===== config.mk =====
export PLATFORM = sky130hd
export DESIGN_NAME = mips_cpu_lsu_avalon
export DESIGN_NICKNAME = d
export VERILOG_FILES = /design/src/rtl/mips_cpu_lsu_avalon.sv
export SDC_FILE = /design/constraint.sdc
export NUM_CORES = 1
export LEC_CHECK = 0
export ABC_AREA = 1
export CAP_MARGIN = 20
export CORE_MARGIN = 5
export CORE_UTILIZATION = 50
export DETAILED_ROUTE_END_ITERATION = 8
export PLACE_DENSITY = 0.83
export SYNTH_ARGS = -nofsm -noshare
export SYNTH_HDL_FRONTEND = slang
export SYNTH_SLANG_ARGS = --single-unit

===== constraint.sdc =====
create_clock -name clk_i -period 5.4 [get_ports clk_i]
set_input_delay 1.62 -clock clk_i [delete_from_list [all_inputs] [get_ports clk_i]]
set_output_delay 1.62 -clock clk_i [all_outputs]
set_load 0.01 [all_outputs]

===== src/rtl/mips_cpu_lsu_avalon.sv =====
// MIPS load/store unit onto Avalon-MM: 3+wait edges accept->resp (1 on reject); req_ready only in IDLE.
// Optional LWL/LWR support under LSU_UNALIGNED_EN; without it ops 5/6 are rejected as illegal.
module mips_cpu_lsu_avalon #(
  parameter int unsigned TIMEOUT_CYCLES = 1024
) (
  input  logic        clk_i,
  input  logic        reset_n_i,
  input  logic        req_valid_i,
  output logic        req_ready_o,
  input  logic [3:0]  req_op_i,
  input  logic [31:0] req_addr_i,
  input  logic [31:0] req_wdata_i,
  input  logic [31:0] req_rt_old_i,
  output logic        resp_valid_o,
  output logic [31:0] resp_rdata_o,
  output logic        resp_err_o,
  output logic [31:0] avm_address_o,
  output logic [3:0]  avm_byteenable_o,
  output logic        avm_read_o,
  output logic        avm_write_o,
  output logic [31:0] avm_writedata_o,
  input  logic        avm_waitrequest_i,
  input  logic [31:0] avm_readdata_i
);
  typedef enum logic [1:0] {S_IDLE, S_ISSUE, S_WAIT, S_RESP} state_e;

  localparam logic [3:0] OP_LB = 4'd0, OP_LBU = 4'd1, OP_LH = 4'd2, OP_LHU = 4'd3,
                         OP_LW = 4'd4, OP_LWL = 4'd5, OP_LWR = 4'd6,
                         OP_SB = 4'd8, OP_SH = 4'd9, OP_SW = 4'd10;

  state_e      state_q, state_d;
  logic [3:0]  op_q, op_d;
  logic [1:0]  off_q, off_d;
  logic [31:0] addr_q, addr_d;
  logic [3:0]  be_q, be_d;
  logic [31:0] wd_q, wd_d;
  logic        read_q, read_d;
  logic        write_q, write_d;
  logic [31:0] rdata_q, rdata_d;
  logic        err_q, err_d;
  logic [31:0] cnt_q, cnt_d;
  logic [31:0] rt_q, rt_d;

  logic        legal, misalign, is_store;
  logic [3:0]  be_req;
  logic [31:0] wd_req;
  logic [15:0] lane;
  logic [31:0] load_data;

  // Request decode: lane enables, replicated store data, legality and alignment.
  always_comb begin
    legal    = 1'b1;
    misalign = 1'b0;
    is_store = 1'b0;
    be_req   = 4'b1111;
    wd_req   = 32'd0;
    case (req_op_i)
      OP_LB, OP_LBU: be_req = 4'b0001 << req_addr_i[1:0];
      OP_LH, OP_LHU: begin
        be_req   = 4'b0011 << req_addr_i[1:0];
        misalign = req_addr_i[0];
      end
      OP_LW:         misalign = |req_addr_i[1:0];
`ifdef LSU_UNALIGNED_EN
      OP_LWL, OP_LWR: begin
        be_req = 4'b1111;
      end
`endif
      OP_SB: begin
        be_req   = 4'b0001 << req_addr_i[1:0];
        wd_req   = {4{req_wdata_i[7:0]}};
        is_store = 1'b1;
      end
      OP_SH: begin
        be_req   = 4'b0011 << req_addr_i[1:0];
        wd_req   = {2{req_wdata_i[15:0]}};
        misalign = req_addr_i[0];
        is_store = 1'b1;
      end
      OP_SW: begin
        wd_req   = req_wdata_i;
        misalign = |req_addr_i[1:0];
        is_store = 1'b1;
      end
      default: legal = 1'b0;
    endcase
  end

  always_comb begin
    lane      = 16'(avm_readdata_i >> {off_q, 3'b000});
    load_data = 32'd0;
    case (op_q)
      OP_LB:  load_data = {{24{lane[7]}}, lane[7:0]};
      OP_LBU: load_data = {24'd0, lane[7:0]};
      OP_LH:  load_data = {{16{lane[15]}}, lane[15:0]};
      OP_LHU: load_data = {16'd0, lane[15:0]};
      OP_LW:  load_data = avm_readdata_i;
`ifdef LSU_UNALIGNED_EN
      // ~off_q == 3-offset for a 2-bit offset.
      OP_LWL: load_data = (avm_readdata_i << {~off_q, 3'b000})
                        | (rt_q & ~(32'hFFFF_FFFF << {~off_q, 3'b000}));
      OP_LWR: load_data = (avm_readdata_i >> {off_q, 3'b000})
                        | (rt_q & ~(32'hFFFF_FFFF >> {off_q, 3'b000}));
`endif
      default: load_data = 32'd0;
    endcase
  end

`ifndef LSU_UNALIGNED_EN
  logic unused_rt_old;
  assign unused_rt_old = ^req_rt_old_i;
`endif

  always_comb begin
    state_d = state_q;
    op_d    = op_q;
    off_d   = off_q;
    addr_d  = addr_q;
    be_d    = be_q;
    wd_d    = wd_q;
    read_d  = read_q;
    write_d = write_q;
    rdata_d = rdata_q;
    err_d   = err_q;
    cnt_d   = cnt_q;
    rt_d    = rt_q;
    case (state_q)
      S_IDLE: if (req_valid_i) begin
        op_d  = req_op_i;
        off_d = req_addr_i[1:0];
`ifdef LSU_UNALIGNED_EN
        rt_d  = req_rt_old_i;
`endif
        if (!legal || misalign) begin
          rdata_d = 32'd0;
          err_d   = 1'b1;
          state_d = S_RESP;
        end else begin
          addr_d  = {req_addr_i[31:2], 2'b00};
          be_d    = be_req;
          wd_d    = wd_req;
          read_d  = !is_store;
          write_d = is_store;
          state_d = S_ISSUE;
        end
      end
      // The slave raises waitrequest off the command edge, so it is ignored here.
      S_ISSUE: begin
        cnt_d   = 32'd0;
        state_d = S_WAIT;
      end
      S_WAIT: begin
        if (!avm_waitrequest_i) begin
          read_d  = 1'b0;
          write_d = 1'b0;
          rdata_d = load_data;
          err_d   = 1'b0;
          state_d = S_RESP;
        end else if (TIMEOUT_CYCLES != 0 && cnt_q + 32'd1 == TIMEOUT_CYCLES) begin
          read_d  = 1'b0;
          write_d = 1'b0;
          rdata_d = 32'd0;
          err_d   = 1'b1;
          state_d = S_RESP;
        end else begin
          cnt_d = cnt_q + 32'd1;
        end
      end
      S_RESP:  state_d = S_IDLE;
      default: state_d = S_IDLE;
    endcase
  end

  always_ff @(posedge clk_i or negedge reset_n_i) begin
    if (!reset_n_i) begin
      state_q <= S_IDLE;
      op_q    <= 4'd0;
      off_q   <= 2'd0;
      addr_q  <= 32'd0;
      be_q    <= 4'd0;
      wd_q    <= 32'd0;
      read_q  <= 1'b0;
      write_q <= 1'b0;
      rdata_q <= 32'd0;
      err_q   <= 1'b0;
      cnt_q   <= 32'd0;
      rt_q    <= 32'd0;
    end else begin
      state_q <= state_d;
      op_q    <= op_d;
      off_q   <= off_d;
      addr_q  <= addr_d;
      be_q    <= be_d;
      wd_q    <= wd_d;
      read_q  <= read_d;
      write_q <= write_d;
      rdata_q <= rdata_d;
      err_q   <= err_d;
      cnt_q   <= cnt_d;
      rt_q    <= rt_d;
    end
  end

  assign req_ready_o      = (state_q == S_IDLE);
  assign resp_valid_o     = (state_q == S_RESP);
  assign resp_rdata_o     = rdata_q;
  assign resp_err_o       = err_q;
  assign avm_address_o    = addr_q;
  assign avm_byteenable_o = be_q;
  assign avm_read_o       = read_q;
  assign avm_write_o      = write_q;
  assign avm_writedata_o  = wd_q;
endmodule


; ---- After elaboration in Yosys (flattened, before gate mapping)
; Index checks and enable logic that the tools add are counted.
[word_totals]
reg_bits = 141
in_bits = 136
out_inout_bits = 105
elab_cells = 89
[classes]
add_sub_neg = 1
eq_ne = 21
shift = 3
n_mux = 32
bitwise_logic = 1
n_reduce_logical = 20
[ops]
columns = operator, count
row1 = 32-bit 2-to-1 mux, 6
row2 = 32-bit one-hot mux with 5 select lines, 1
row3 = 32-bit one-hot mux with 2 select lines, 2
row4 = 32-bit one-hot mux with 3 select lines, 1
row5 = "32-bit by 1-bit adder with 32-bit output, second input constant", 1
row6 = "32-bit by 11-bit equality test with 1-bit output, second input constant", 1
row7 = 32-bit by 5-bit >> shifter with 16-bit output, 1
row8 = "4-bit by 2-bit equality test with 1-bit output, second input constant", 4
row9 = "4-bit equality test, second input constant", 3
row10 = 1-bit 2-to-1 mux, 12
row11 = 3-bit OR reduction, 3
row12 = "4-bit by 1-bit equality test with 1-bit output, second input constant", 2
row13 = "4-bit by 3-bit equality test with 1-bit output, second input constant", 2
row14 = 4-bit zero test, 2
row15 = 2-bit 2-to-1 mux, 4
row16 = "2-bit != test, second input constant", 4
row17 = 1-bit one-hot mux with 2 select lines, 4
row18 = 2-bit one-hot mux with 4 select lines, 1
row19 = 4-bit one-hot mux with 2 select lines, 1
row20 = 4-bit AND reduction, 2
row21 = 8-bit OR reduction, 1
row22 = 3-bit AND reduction, 2
row23 = "2-bit equality test, second input constant", 2
row24 = 2-bit AND reduction, 2
row25 = 11 further kinds, 14

; ---- Longest topological paths before layout
[logic_depth]
ltp_word = 8
depth_mapped = 17
ltp_nobuf = 16

; ---- Worst setup path after synthesis
; Ideal clock, no wire load.
[synth_path]
path_kind = input to register
from = input req_op_i[2]
to = register rdata_q[10], in the netlist resp_rdata_o[10]
setup_time_ns = 0.066
arrival_ns = 3.146
t_required_ns = 5.334
path_slack_ns = 2.188
cell_stages = 12
path_buffers = 1
cell_sequence = inv_2 > nand2_1 > nor2_2 > nand2_1 > o21ai_1 > nand2_1 > nand2_1 > a31oi_1 > a21oi_1 > clkbuf_1 > nand4_1 > nand2_1
[synth_between]
elab_chain_len = 7
word_cells_on_any_way = 17
cone_classes = eq/ne (8) / mux (2) / reduce/logical (7)
[synth_rtl]
columns = item, line_no
row1 = from (decl), 10  ; input logic [3:0] req_op_i,
row2 = "4-bit equality test, or another cell as far along", 57  ; case (req_op_i)
row3 = 8-bit OR reduction (no source line), -
row4 = 1-bit 2-to-1 mux, 57
row5 = 1-bit zero test, 134  ; if (!legal || misalign) begin
row6 = 1-bit logical OR *, 134
row7 = 2-bit by 1-bit != test with 1-bit output (no source line) *, -
row8 = 4-bit AND reduction (no source line) *, -
row9 = to (signal assigned), 197  ; rdata_q <= rdata_d;
row10 = to (decl), 39  ; logic [31:0] rdata_q, rdata_d;
; Mark *: on every way between the ends. The rest lies on a longest branch, timed or not.
; A chain may end at the register's enable or synchronous reset.

; ---- Worst setup path after layout
[layout_path]
from = input req_op_i[2]
to = register be_q[2], in the netlist avm_byteenable_o[2]
[layout_between]
elab_chain_len = 7
word_cells_on_any_way = 19
cone_classes = eq/ne (7) / mux (3) / bitwise (1) / reduce/logical (8)
[layout_rtl]
columns = item, line_no
row1 = "4-bit equality test, or another cell as far along", 57
row2 = 8-bit OR reduction (no source line), -
row3 = 1-bit 2-to-1 mux, 57
row4 = 1-bit zero test, 134
row5 = 1-bit logical OR, 134
row6 = 1-bit NOT (no source line), -
row7 = 3-bit AND reduction (no source line), -
row8 = to (signal assigned), 180  ; be_q <= 4'd0;
row9 = to (signal assigned), 193  ; be_q <= be_d;
row10 = to (decl), 35  ; logic [3:0] be_q, be_d;
; Parallel ways exist; a longest one is shown, timed or not.

==> results.tsv <==
metric	value	unit
die_w	136	µm
final_cells	1534	
first_pass_iters	7	
grt_pass1_vias	7700	
die_y	136	µm
rows	46	
layout_setup_ws	1.03	ns
min_path_type	reg2reg	
ys_types	38	
core_area	15800	µm²
die-area	18600	µm²
cts.sinks	141	
postRouteAntennaNets	0	
start_util	50.5	%
fin_nets	1447	
drc_errors	0	
p_leak	5.21	nW
worstSetupPathType	in2reg	
gp_congestion	0.945	
ir_drop	0.428	mV
arrival	4.60	ns
holdBufCountCts	0	
finalWorstPathRequiredPeriod	4.37	ns
powerDensity	434	nW/µm²
htree_levels	4	
cp_max_fo	48	
clkTransAtPathRegs	0.06	ns
syn_area_per_cell	7.08	µm²
diodes	0	
synthesis.area	7970	µm²
r2r_cells	16	
areaGrowthSynthToFinish	34.8	%
wl	23.9	mm
port_buffers	206	
max_slew_margin	43.6	%
syn-instance-count	1125	
antenna_found_initial	0	
synth-seq-cells	141	
rsz0062_at_grt	false	
hold_violations	0	
hold_ws	0.469	ns
grt.total_usage	26.0	%
overflow	0	
worstPathRequired	5.63	ns
grt_pass1_wl	38.0	mm
rr_endpoint	resp_rdata_o[31]$_DFFE_PN0P_	
via_per_inst	5.23	
max_slew.worst_pin.slew	0.845	ns
cp-start-kind	input pin	
post_cts_buffers	0	
io_pins	241	
timing.final.max_slew_violations	0	
crit_path_end	avm_byteenable_o[2]$_DFFE_PN0P_	
pre_cts_ws	0.731	ns
max_freq	229	MHz
clock_path_buffers	2	
cap_viol_max_count	0	
cp-end-kind	flop	
post-place-cells	1501	
yosysWarnings	0	
fillCellCount	1350	
setup_viol	0	
cts_resized	0	
grt_max_degree	113	
fin_tns_setup	0	ns
skew	0.00724	ns
vias	8018	
clock-root-buffer	clkbuf_16	
cts_inserted_buffers	17	
r2r_slack	2.11	ns
dp.final_hpwl	16.9	mm
r2r-start	cnt_q[1]$_DFFE_PN0P_	
startpoint	req_op_i[2]	
post-route-period-util	81.0	%
layout-drive-gt1-share	4.78	%
wire_per_inst	15.6	µm
synth_seq_area_share	44.3	%
cts_tree	built	
clock_latency	0.43	ns
outcome	completed	
drtIter0Drc	659	
critical path: stages:
cell and delay [ns]:
clkdlybuf4s50_1 0.53, inv_2 0.07, nand2_1 0.09, nor2_2 0.07
nand2_1 0.38, o21ai_1 0.23, nand2_1 0.10, nand2_1 0.05
a31oi_1 0.40, nand3_2 0.14, inv_2 0.61, a41oi_1 0.30
cell usage after synthesis:
master,instances,area (µm²)
conb_1,1,3.75
inv_1,115,432
o21a_1,1,7.51
o21ai_0,88,440
xor2_1,6,52.6
a41oi_1,4,35.0
nor3_1,1,5.00
buf_2,11,55.1
nor2_4,6,67.6
buf_4,3,22.5
a22oi_1,8,60.1
o21ai_1,27,135
nor2_2,2,12.5
nor2_1,99,372
xnor2_1,2,17.5
nand3_1,35,175
o221ai_1,1,8.76
nor3_4,1,16.3
o21ba_2,1,10.0
clkinv_1,4,15.0
ha_1,6,75.1
o31ai_1,5,37.5
o22ai_1,5,31.3
and2_1,1,6.26
a21oi_1,61,305
nand3b_1,2,15.0
a31oi_1,6,37.5
inv_2,4,15.0
clkbuf_1,30,113
nand3_2,1,10.0
nor2_8,1,20.0
dfrtp_1,141,3530
buf_6,6,67.6
nand2_2,5,31.3
nand4_1,38,238
buf_1,3,11.3
or2_2,1,6.26
nand2_1,393,1480
power breakdown:
group	internal, W	switching, W
clock	0.000752	0.000503
combinational	0.000799	0.00106
sequential	0.00134	0.000215
placed cells by master (no fill, tap or decap), types with 8 or more instances in the layout:
| cell type | n |
|---|---|
| a21oi_1 | 60 |
| clkbuf_16 | 17 |
| o21ai_1 | 27 |
| clkdlybuf4s50_1 | 205 |
| nor2_1 | 99 |
| nand2_1 | 393 |
| nand3_1 | 34 |
| inv_1 | 115 |
| o21ai_0 | 88 |
| nand4_1 | 38 |
| a22oi_1 | 8 |
| dfrtp_1 | 141 |
metal layers:
| layer | share of wire [%] | GRT usage [%] | wire (µm) |
|---|---|---|---|
| met1 | 41 | 30.7 | 9680 |
| met2 | 47 | 43.5 | 11300 |
| met3 | 9.4 | 9.70 | 2250 |
| met4 | 2.8 | 9.13 | 674 |
| met5 | 0 | 0 | 0 |
worst min path at each step:
stage | start | to | slack [ns] | depth (start not counted)
after floorplan | op_q[2]$_DFFE_PN0P_ | op_q[2]$_DFFE_PN0P_ | 0.48 | 2
after global placement | resp_rdata_o[22]$_DFFE_PN0P_ | resp_rdata_o[22]$_DFFE_PN0P_ | 0.45 | 2
after detailed placement | resp_rdata_o[17]$_DFFE_PN0P_ | resp_rdata_o[17]$_DFFE_PN0P_ | 0.46 | 2
after CTS | resp_rdata_o[26]$_DFFE_PN0P_ | resp_rdata_o[26]$_DFFE_PN0P_ | 0.47 | 2
after global routing | resp_rdata_o[8]$_DFFE_PN0P_ | resp_rdata_o[8]$_DFFE_PN0P_ | 0.49 | 2
final | resp_rdata_o[26]$_DFFE_PN0P_ | resp_rdata_o[26]$_DFFE_PN0P_ | 0.47 | 2
sequential cells by signal (all words and copies together) (netlist names):
register and flops:
avm_address_o 30, avm_byteenable_o 4, avm_read_o 1, avm_write_o 1, avm_writedata_o 32, cnt_q 32, off_q 2, op_q 4
resp_err_o 1, resp_rdata_o 32, state_q 2
layout make-up:
type                       instances  area [µm²]  area share [%]
clock buffer                      19         443            4.12
clock inverter                    13         180            1.68
inverter                         123         462            4.30
multi-input combinational        809        3720            34.6
sequential                       141        3530            32.9
tap                              216         270            2.52
timing repair buffer             213        2140            19.9
metrics by stage:
step                power, W  utilization [%]  area, µm²
floorplan            0.00254                -       7970
global placement     0.00335             64.0      10100
detailed placement   0.00340             64.0      10100
CTS                  0.00467             67.9      10700
global route         0.00494             68.1      10700
finish               0.00466             68.1      10700
cell families after synthesis:
family / Yosys count / synth area share, %
buffers and inverters: 176 / 9.17
adders and majority gates: 6 / 0.942
xor gates and xnor gates: 8 / 0.880
AOI/OAI and AO/OA: 207 / 13.9
DFF: 141 / 44.3
and+or+nand+nor: 586 / 30.8
other: 1 / 0.0471
Power figures use the tool's default switching activity.
